**src/rtl/led_seq_pkg.sv**
```systemverilog
// Shared types for the LED pattern sequencer: mode encoding, PWM width, duty scaling.
// Latency: n/a (types and a pure function only).
// Backpressure: n/a.
package led_seq_pkg;

    localparam int PWM_BITS = 8;

    typedef enum logic [1:0] {
        OFF     = 2'd0,
        COUNT   = 2'd1,
        CHASE   = 2'd2,
        BREATHE = 2'd3
    } mode_e;

    typedef enum logic {
        DIR_UP   = 1'b0,
        DIR_DOWN = 1'b1
    } dir_e;

    // Upper byte of level * brightness gives the breathe duty.
    function automatic logic [PWM_BITS-1:0] scale_duty(input logic [7:0] level,
                                                       input logic [7:0] bri);
        logic [15:0] prod;
        prod = {8'd0, level} * {8'd0, bri};
        return prod[15:8];
    endfunction

endpackage

```
**src/rtl/led_pwm.sv**
```systemverilog
// Free-running PWM counter with duty comparator.
// Latency: pwm_on is combinational from the counter and duty.
// Backpressure: none; counter runs every cycle.
module led_pwm
    import led_seq_pkg::*;
(
    input  logic                clkusr_100m,
    input  logic                rst_n,
    input  logic [PWM_BITS-1:0] duty,
    output logic                pwm_on
);

    logic [PWM_BITS-1:0] pwm_cnt;

    always_ff @(posedge clkusr_100m or negedge rst_n) begin
        if (!rst_n) begin
            pwm_cnt <= '0;
        end else begin
            pwm_cnt <= pwm_cnt + 1'b1;
        end
    end

    assign pwm_on = (pwm_cnt < duty);

endmodule

```
**src/rtl/led_seq.sv**
```systemverilog
// Board LED pattern sequencer: OFF / COUNT / CHASE / BREATHE, stepped by a prescaler, dimmed by PWM.
// Latency: led_o registered one cycle after pattern/PWM change; tick_o combinational in the wrap cycle.
// Backpressure: none; mode_valid_i is a strobe that is always accepted.
module led_seq
    import led_seq_pkg::*;
#(
    parameter int NUM_LEDS     = 6,
    parameter int TICK_DIV     = 10_000_000,
    parameter int BREATHE_STEP = 8
) (
    input  logic                clkusr_100m,
    input  logic                rst_n,
    input  logic [1:0]          mode_i,
    input  logic                mode_valid_i,
    input  logic [7:0]          brightness_i,
    output logic [NUM_LEDS-1:0] led_o,
    output logic                tick_o
);

    localparam int          PRESC_W = (TICK_DIV > 1) ? $clog2(TICK_DIV) : 1;
    localparam logic [7:0]  STEP8   = 8'(BREATHE_STEP);

    logic [1:0]          rst_sync;
    logic                rst_core_n;
    logic [PRESC_W-1:0]  presc;
    logic                wrap;
    logic                tick;
    mode_e               mode_q;
    mode_e               mode_d;
    logic [NUM_LEDS-1:0] step_cnt;
    logic [NUM_LEDS-1:0] chase_q;
    logic [7:0]          level_q;
    dir_e                dir_q;
    logic [8:0]          level_up;
    logic [NUM_LEDS-1:0] pattern;
    logic [PWM_BITS-1:0] duty;
    logic                pwm_on;

    // Assertion is immediate through the flops' async clear; release takes two edges.
    always_ff @(posedge clkusr_100m or negedge rst_n) begin
        if (!rst_n) begin
            rst_sync <= 2'b00;
        end else begin
            rst_sync <= {rst_sync[0], 1'b1};
        end
    end

    assign rst_core_n = rst_sync[1];

    assign wrap   = (presc == PRESC_W'(TICK_DIV - 1));
    assign tick   = wrap & ~mode_valid_i & rst_core_n;
    assign tick_o = tick;

    always_ff @(posedge clkusr_100m or negedge rst_core_n) begin
        if (!rst_core_n) begin
            presc <= '0;
        end else if (mode_valid_i || wrap) begin
            presc <= '0;
        end else begin
            presc <= presc + 1'b1;
        end
    end

    always_ff @(posedge clkusr_100m or negedge rst_core_n) begin
        if (!rst_core_n) begin
            mode_q <= OFF;
        end else begin
            mode_q <= mode_d;
        end
    end

    always_comb begin
        mode_d = mode_q;
        if (mode_valid_i) begin
            mode_d = mode_e'(mode_i);
        end
    end

    assign level_up = {1'b0, level_q} + {1'b0, STEP8};

    // Pattern state restarts on every mode load and only advances in its own mode.
    always_ff @(posedge clkusr_100m or negedge rst_core_n) begin
        if (!rst_core_n) begin
            step_cnt <= '0;
            chase_q  <= NUM_LEDS'(1);
            level_q  <= 8'd0;
            dir_q    <= DIR_UP;
        end else if (mode_valid_i) begin
            step_cnt <= '0;
            chase_q  <= NUM_LEDS'(1);
            level_q  <= 8'd0;
            dir_q    <= DIR_UP;
        end else if (tick) begin
            case (mode_q)
                COUNT: step_cnt <= step_cnt + 1'b1;
                CHASE: chase_q  <= {chase_q[NUM_LEDS-2:0], chase_q[NUM_LEDS-1]};
                BREATHE: begin
                    if (dir_q == DIR_UP) begin
                        if (level_up >= 9'd255) begin
                            level_q <= 8'd255;
                            dir_q   <= DIR_DOWN;
                        end else begin
                            level_q <= level_up[7:0];
                        end
                    end else begin
                        if (level_q <= STEP8) begin
                            level_q <= 8'd0;
                            dir_q   <= DIR_UP;
                        end else begin
                            level_q <= level_q - STEP8;
                        end
                    end
                end
                default: ;
            endcase
        end
    end

    always_comb begin
        pattern = '0;
        duty    = '0;
        case (mode_q)
            COUNT: begin
                pattern = step_cnt;
                duty    = brightness_i;
            end
            CHASE: begin
                pattern = chase_q;
                duty    = brightness_i;
            end
            BREATHE: begin
                pattern = '1;
                duty    = scale_duty(level_q, brightness_i);
            end
            default: ;
        endcase
    end

    led_pwm u_pwm (
        .clkusr_100m (clkusr_100m),
        .rst_n       (rst_core_n),
        .duty        (duty),
        .pwm_on      (pwm_on)
    );

    always_ff @(posedge clkusr_100m or negedge rst_core_n) begin
        if (!rst_core_n) begin
            led_o <= '0;
        end else begin
            led_o <= pattern & {NUM_LEDS{pwm_on}};
        end
    end

endmodule

```
**config.mk**
```make
export PLATFORM = sky130hd
export DESIGN_NAME = led_seq
export DESIGN_NICKNAME = d
export VERILOG_FILES = /design/src/rtl/led_seq_pkg.sv /design/src/rtl/led_pwm.sv /design/src/rtl/led_seq.sv
export SDC_FILE = /design/constraint.sdc
export NUM_CORES = 1
export LEC_CHECK = 0
export ABC_CLOCK_PERIOD_IN_PS = 2650
export BUFFER_PORTS_ARGS = -buffer_cell sky130_fd_sc_hd__buf_4
export CAP_MARGIN = 20
export CORE_UTILIZATION = 47
export CTS_CLUSTER_SIZE = 12
export DETAILED_ROUTE_END_ITERATION = 12
export PLACE_DENSITY = 0.7
export SLEW_MARGIN = 20
export SYNTH_ARGS = -nofsm -noshare
export SYNTH_HDL_FRONTEND = slang
export SYNTH_SLANG_ARGS = --single-unit
```
**constraint.sdc**
```tcl
create_clock -name clkusr_100m -period 2.65 [get_ports clkusr_100m]
set_input_delay 0.1325 -clock clkusr_100m [delete_from_list [all_inputs] [get_ports clkusr_100m]]
set_output_delay 0.1325 -clock clkusr_100m [all_outputs]
set_load 0.05 [all_outputs]
```
==> qor.json <==
{
  "floorplan": {
    "rows": 38,
    "start_util_pct": 48.3,
    "top_level_ports": 20,
    "dieWidth_um": 108,
    "chipHeight_um": 108,
    "die_area_um2": 11600,
    "coreArea_um2": 10900
  },
  "pwr": {
    "worst_ir_drop_vdd_mv": 0.364,
    "cellLeakagePower_nw": 3.13,
    "p_per_area_nw_per_um2": 356,
    "report.power.total_w": 0.00234
  },
  "layout": {
    "post-route-cell-area_um2": 6560,
    "finalNetCount": 738,
    "antenna_cells_inserted": 0,
    "area.growth.synth_to_final_pct": 24.6,
    "layout-drive-gt1-share_pct": 26.7,
    "final_core_utilization_pct": 60.2,
    "fillerInstances": 893
  },
  "grt": {
    "wire_length_of_the_first_global_routing_pass_um": 20700,
    "globalRouteOverflowTotal": 0,
    "largest_net_degree_at_the_start_of_global_routing": 40,
    "first_global_vias": 4325,
    "grt.total_usage_pct": 22.6,
    "grt_antenna_before_repair": 0
  },
  "cts": {
    "clkLatencyLatePin_ns": 0.35,
    "worst_setup_hold_path_clk_slew_ns": 0.06,
    "cts_tree": "yes",
    "cts_htree_levels": 3,
    "cts_max_path_buffers": 2,
    "cts-root-buf": "sky130_fd_sc_hd__clkbuf_8",
    "clock_sinks": 61,
    "cts-buffers-inserted": 9
  },
  "synthesis": {
    "number_of_unique_standard_cell_types_used_by_synthesis": 63,
    "netlist_area_um2": 5260,
    "asyncSetResetFlopFracSynth_pct": 100,
    "share_of_the_synthesized_area_in_the_top_cell_type_pct": 28.5,
    "synth-seq-cells": 61,
    "syn_area_cell_um2": 9.35,
    "netlist_instances": 563,
    "synth-edff-count": 0,
    "yosys-top-cells-area": "sky130_fd_sc_hd__dfrtp_1, sky130_fd_sc_hd__fa_1, sky130_fd_sc_hd__ha_1, sky130_fd_sc_hd__inv_1, sky130_fd_sc_hd__and2_1",
    "synth_ff_type": "sky130_fd_sc_hd__dfrtp_1",
    "synth.net_count": 658,
    "synth.yosys.seq_area_share_pct": 29.0,
    "ys.warnings.count": 0,
    "synthDominantAreaCellType": "sky130_fd_sc_hd__dfrtp_1"
  },
  "critical_path": {
    "cp_startpoint_kind": "flop",
    "required_ns": 2.87,
    "end_kind": "flop",
    "critical_path_arrival_ns": 5.42,
    "type_of_the_worst_setup_path": "flop to flop",
    "crit_fanout": 6
  },
  "sta": {
    "share_of_the_cycle_needed_by_the_critical_path_after_routing_pct": 196,
    "rsz0062_at_grt": "yes",
    "final.hold.worst_slack_ns": 0.0203,
    "worst_slack_ns": -2.55,
    "layout_min_cycle_time_ns": 5.20,
    "setup_viol": 6,
    "finClkSkew_ns": 0.00721,
    "worst_slew_pin_slew_ns": 0.572,
    "timing.final.hold_violations": 0,
    "max_slew_margin_pct": 61.5,
    "achievable_frequency_ghz": 0.192,
    "timing.final.max_slew_violations": 0
  },
  "run": {
    "max_cap_viol_count": 0
  },
  "place": {
    "preCtsSetupSlack_ns": -2.65,
    "gp_routability_congestion": 0.871,
    "detailed_place.area_um2": 5960,
    "estimated_wirelength_of_the_detail_placed_design_um": 8990,
    "place.port_buffers": 19
  },
  "drt": {
    "remaining_drc_errors": 0,
    "via_per_inst": 5.40,
    "wirelength_um": 11900,
    "antenna_left": 0,
    "detail_route.wl_per_cell_um": 15.1,
    "dr_total_vias": 4252,
    "drt-initial-drc-count": 207,
    "detailedRoute.firstPassIterationCount": 5
  },
  "outcome": {
    "status": "finished with violations",
    "violated_checks": "negative setup slack"
  },
  "hold_path": {
    "hold_path.class": "primary input to flop"
  }
}
cell type report:
type	instances	area [um2]	area share, %
Inverter	68	255	3.89
Clock buffer	11	151	2.31
Tap cell	140	175	2.67
Clock inverter	5	81.3	1.24
Timing Repair Buffer	90	707	10.8
Sequential cell	61	1530	23.3
Multi-Input combinational cell	413	3660	55.8
report_power, final:
| part | switching [W] | internal (W) |
|---|---|---|
| registers | 0.0000161 | 0.000947 |
| clock network | 0.000375 | 0.000582 |
| logic | 0.000236 | 0.000179 |
| total | 0.000628 | 0.00171 |
registers in the layout (all words and copies together) (netlist names):
signal,flops
chase_q,6
dir_q,1
led_o,6
level_q,6
mode_q,2
presc,24
rst_sync,2
step_cnt,6
u_pwm.pwm_cnt,8
what timing repair did:
item	CTS	global route
hold buffers	2	0
endpoints found under the setup margin	6	10
resized for setup	18	34
hold endpoints to repair	3	0
pin swaps	33	29
setup buffers	7	7
layer usage:
layer  routed length (um)  vias to the layer above  GRT usage [%]
met2                 5900                       83           37.0
met4                  150                        0           7.83
met5                    0                        -              0
met3                  420                       11           2.54
met1                 5460                     2095           30.9
li1                     -                     2063              -
cells in the mapped netlist (3+ instances only):
master                     number
sky130_fd_sc_hd__o21ai_0       14
sky130_fd_sc_hd__a22oi_1        5
sky130_fd_sc_hd__nand4_1       12
sky130_fd_sc_hd__a21oi_1       19
sky130_fd_sc_hd__dfrtp_1       60
sky130_fd_sc_hd__and2_1        39
sky130_fd_sc_hd__a21o_1         4
sky130_fd_sc_hd__and3_1         8
sky130_fd_sc_hd__xor2_1        19
sky130_fd_sc_hd__o21a_1         3
sky130_fd_sc_hd__or3_1          4
sky130_fd_sc_hd__clkbuf_1      15
sky130_fd_sc_hd__a221oi_1       6
sky130_fd_sc_hd__buf_2          3
sky130_fd_sc_hd__o211ai_1       4
sky130_fd_sc_hd__nand3_1       19
sky130_fd_sc_hd__xnor2_1       22
sky130_fd_sc_hd__ha_1          50
sky130_fd_sc_hd__nor2b_1        3
sky130_fd_sc_hd__a31oi_1        4
sky130_fd_sc_hd__nor4_1         3
sky130_fd_sc_hd__nor3_1         9
sky130_fd_sc_hd__fa_1          32
sky130_fd_sc_hd__inv_1         68
sky130_fd_sc_hd__nor2_1        55
sky130_fd_sc_hd__nand2_1       31
sky130_fd_sc_hd__mux2i_1        7
cell families (layout without fill, tap and decap cells):
kind of cell               Yosys count  in the layout  share of synthesized area, %
adders and majority gates           82             82                          24.1
muxes                                8              8                          1.55
DFF                                 61             61                          29.0
buffers and inverters               89            174                          6.63
AOI/OAI and AO/OA                   79             79                          10.7
other                                1              1                        0.0713
and+or+nand+nor                    202            202                          21.1
xor gates and xnor gates            41             41                          6.82
placed cells by master (no fill, tap or decap), types with 5 or more instances in the layout:
cell / instances
sky130_fd_sc_hd__a221oi_1: 6
sky130_fd_sc_hd__ha_1: 41
sky130_fd_sc_hd__inv_1: 60
sky130_fd_sc_hd__nor2_1: 50
sky130_fd_sc_hd__a22oi_1: 5
sky130_fd_sc_hd__and3_1: 6
sky130_fd_sc_hd__inv_2: 8
sky130_fd_sc_hd__nor2_2: 5
sky130_fd_sc_hd__a21oi_1: 15
sky130_fd_sc_hd__nand2_1: 27
sky130_fd_sc_hd__nor3_1: 9
sky130_fd_sc_hd__xor2_1: 18
sky130_fd_sc_hd__xnor2_1: 21
sky130_fd_sc_hd__nand3_1: 19
sky130_fd_sc_hd__nand4_1: 12
sky130_fd_sc_hd__buf_4: 82
sky130_fd_sc_hd__ha_4: 8
sky130_fd_sc_hd__and2_1: 35
sky130_fd_sc_hd__buf_6: 5
sky130_fd_sc_hd__clkbuf_8: 11
sky130_fd_sc_hd__fa_1: 30
sky130_fd_sc_hd__o21ai_0: 11
sky130_fd_sc_hd__mux2i_1: 7
sky130_fd_sc_hd__dfrtp_1: 59
critical path, cell delays in order, from the launching register on:
cell	delay, ns
sky130_fd_sc_hd__dfrtp_1	0.40
sky130_fd_sc_hd__buf_6	0.14
sky130_fd_sc_hd__nand2_4	0.06
sky130_fd_sc_hd__fa_1	0.42
sky130_fd_sc_hd__fa_1	0.51
sky130_fd_sc_hd__inv_2	0.04
sky130_fd_sc_hd__fa_1	0.53
sky130_fd_sc_hd__inv_1	0.05
sky130_fd_sc_hd__fa_1	0.52
sky130_fd_sc_hd__inv_2	0.05
sky130_fd_sc_hd__ha_4	0.16
sky130_fd_sc_hd__a2111oi_4	0.18
sky130_fd_sc_hd__o21a_2	0.24
sky130_fd_sc_hd__nor3_1	0.07
sky130_fd_sc_hd__nor3_1	0.25
sky130_fd_sc_hd__xnor2_1	0.17
sky130_fd_sc_hd__a22oi_1	0.09
sky130_fd_sc_hd__ha_1	0.33
sky130_fd_sc_hd__nand3_1	0.07
sky130_fd_sc_hd__a31o_2	0.21
sky130_fd_sc_hd__a21o_1	0.15
sky130_fd_sc_hd__o211ai_1	0.21
sky130_fd_sc_hd__buf_4	0.20
sky130_fd_sc_hd__nor2_2	0.04
per-stage QoR:
stage          TNS, ns  cells
6_report        -15.28    788
5_1_grt         -16.97    788
4_1_cts         -15.32    781
3_5_place_dp    -15.87    756
3_3_place_gp    -15.49    756
2_1_floorplan   -14.85    563
final timing paths:
check	depth (start not counted)	slack [ns]	end	startpoint
max	23	-2.55	led_o[0]$_DFF_PN0_	level_q[3]$_DFFE_PN0P_
min	3	0.02	mode_q[1]$_DFFE_PN0P_	mode_i[1]
max reg2reg	23	-2.55	led_o[0]$_DFF_PN0_	level_q[3]$_DFFE_PN0P_
min reg2reg	0	0.18	presc[21]$_DFF_PN0_	rst_sync[1]$_DFF_PN0_
max in group asynchronous	2	1.39	presc[14]$_DFF_PN0_	rst_sync[1]$_DFF_PN0_
min in group asynchronous	2	0.11	rst_sync[1]$_DFF_PN0_	rst_n
No activity file was read; power rests on OpenSTA's default activity.
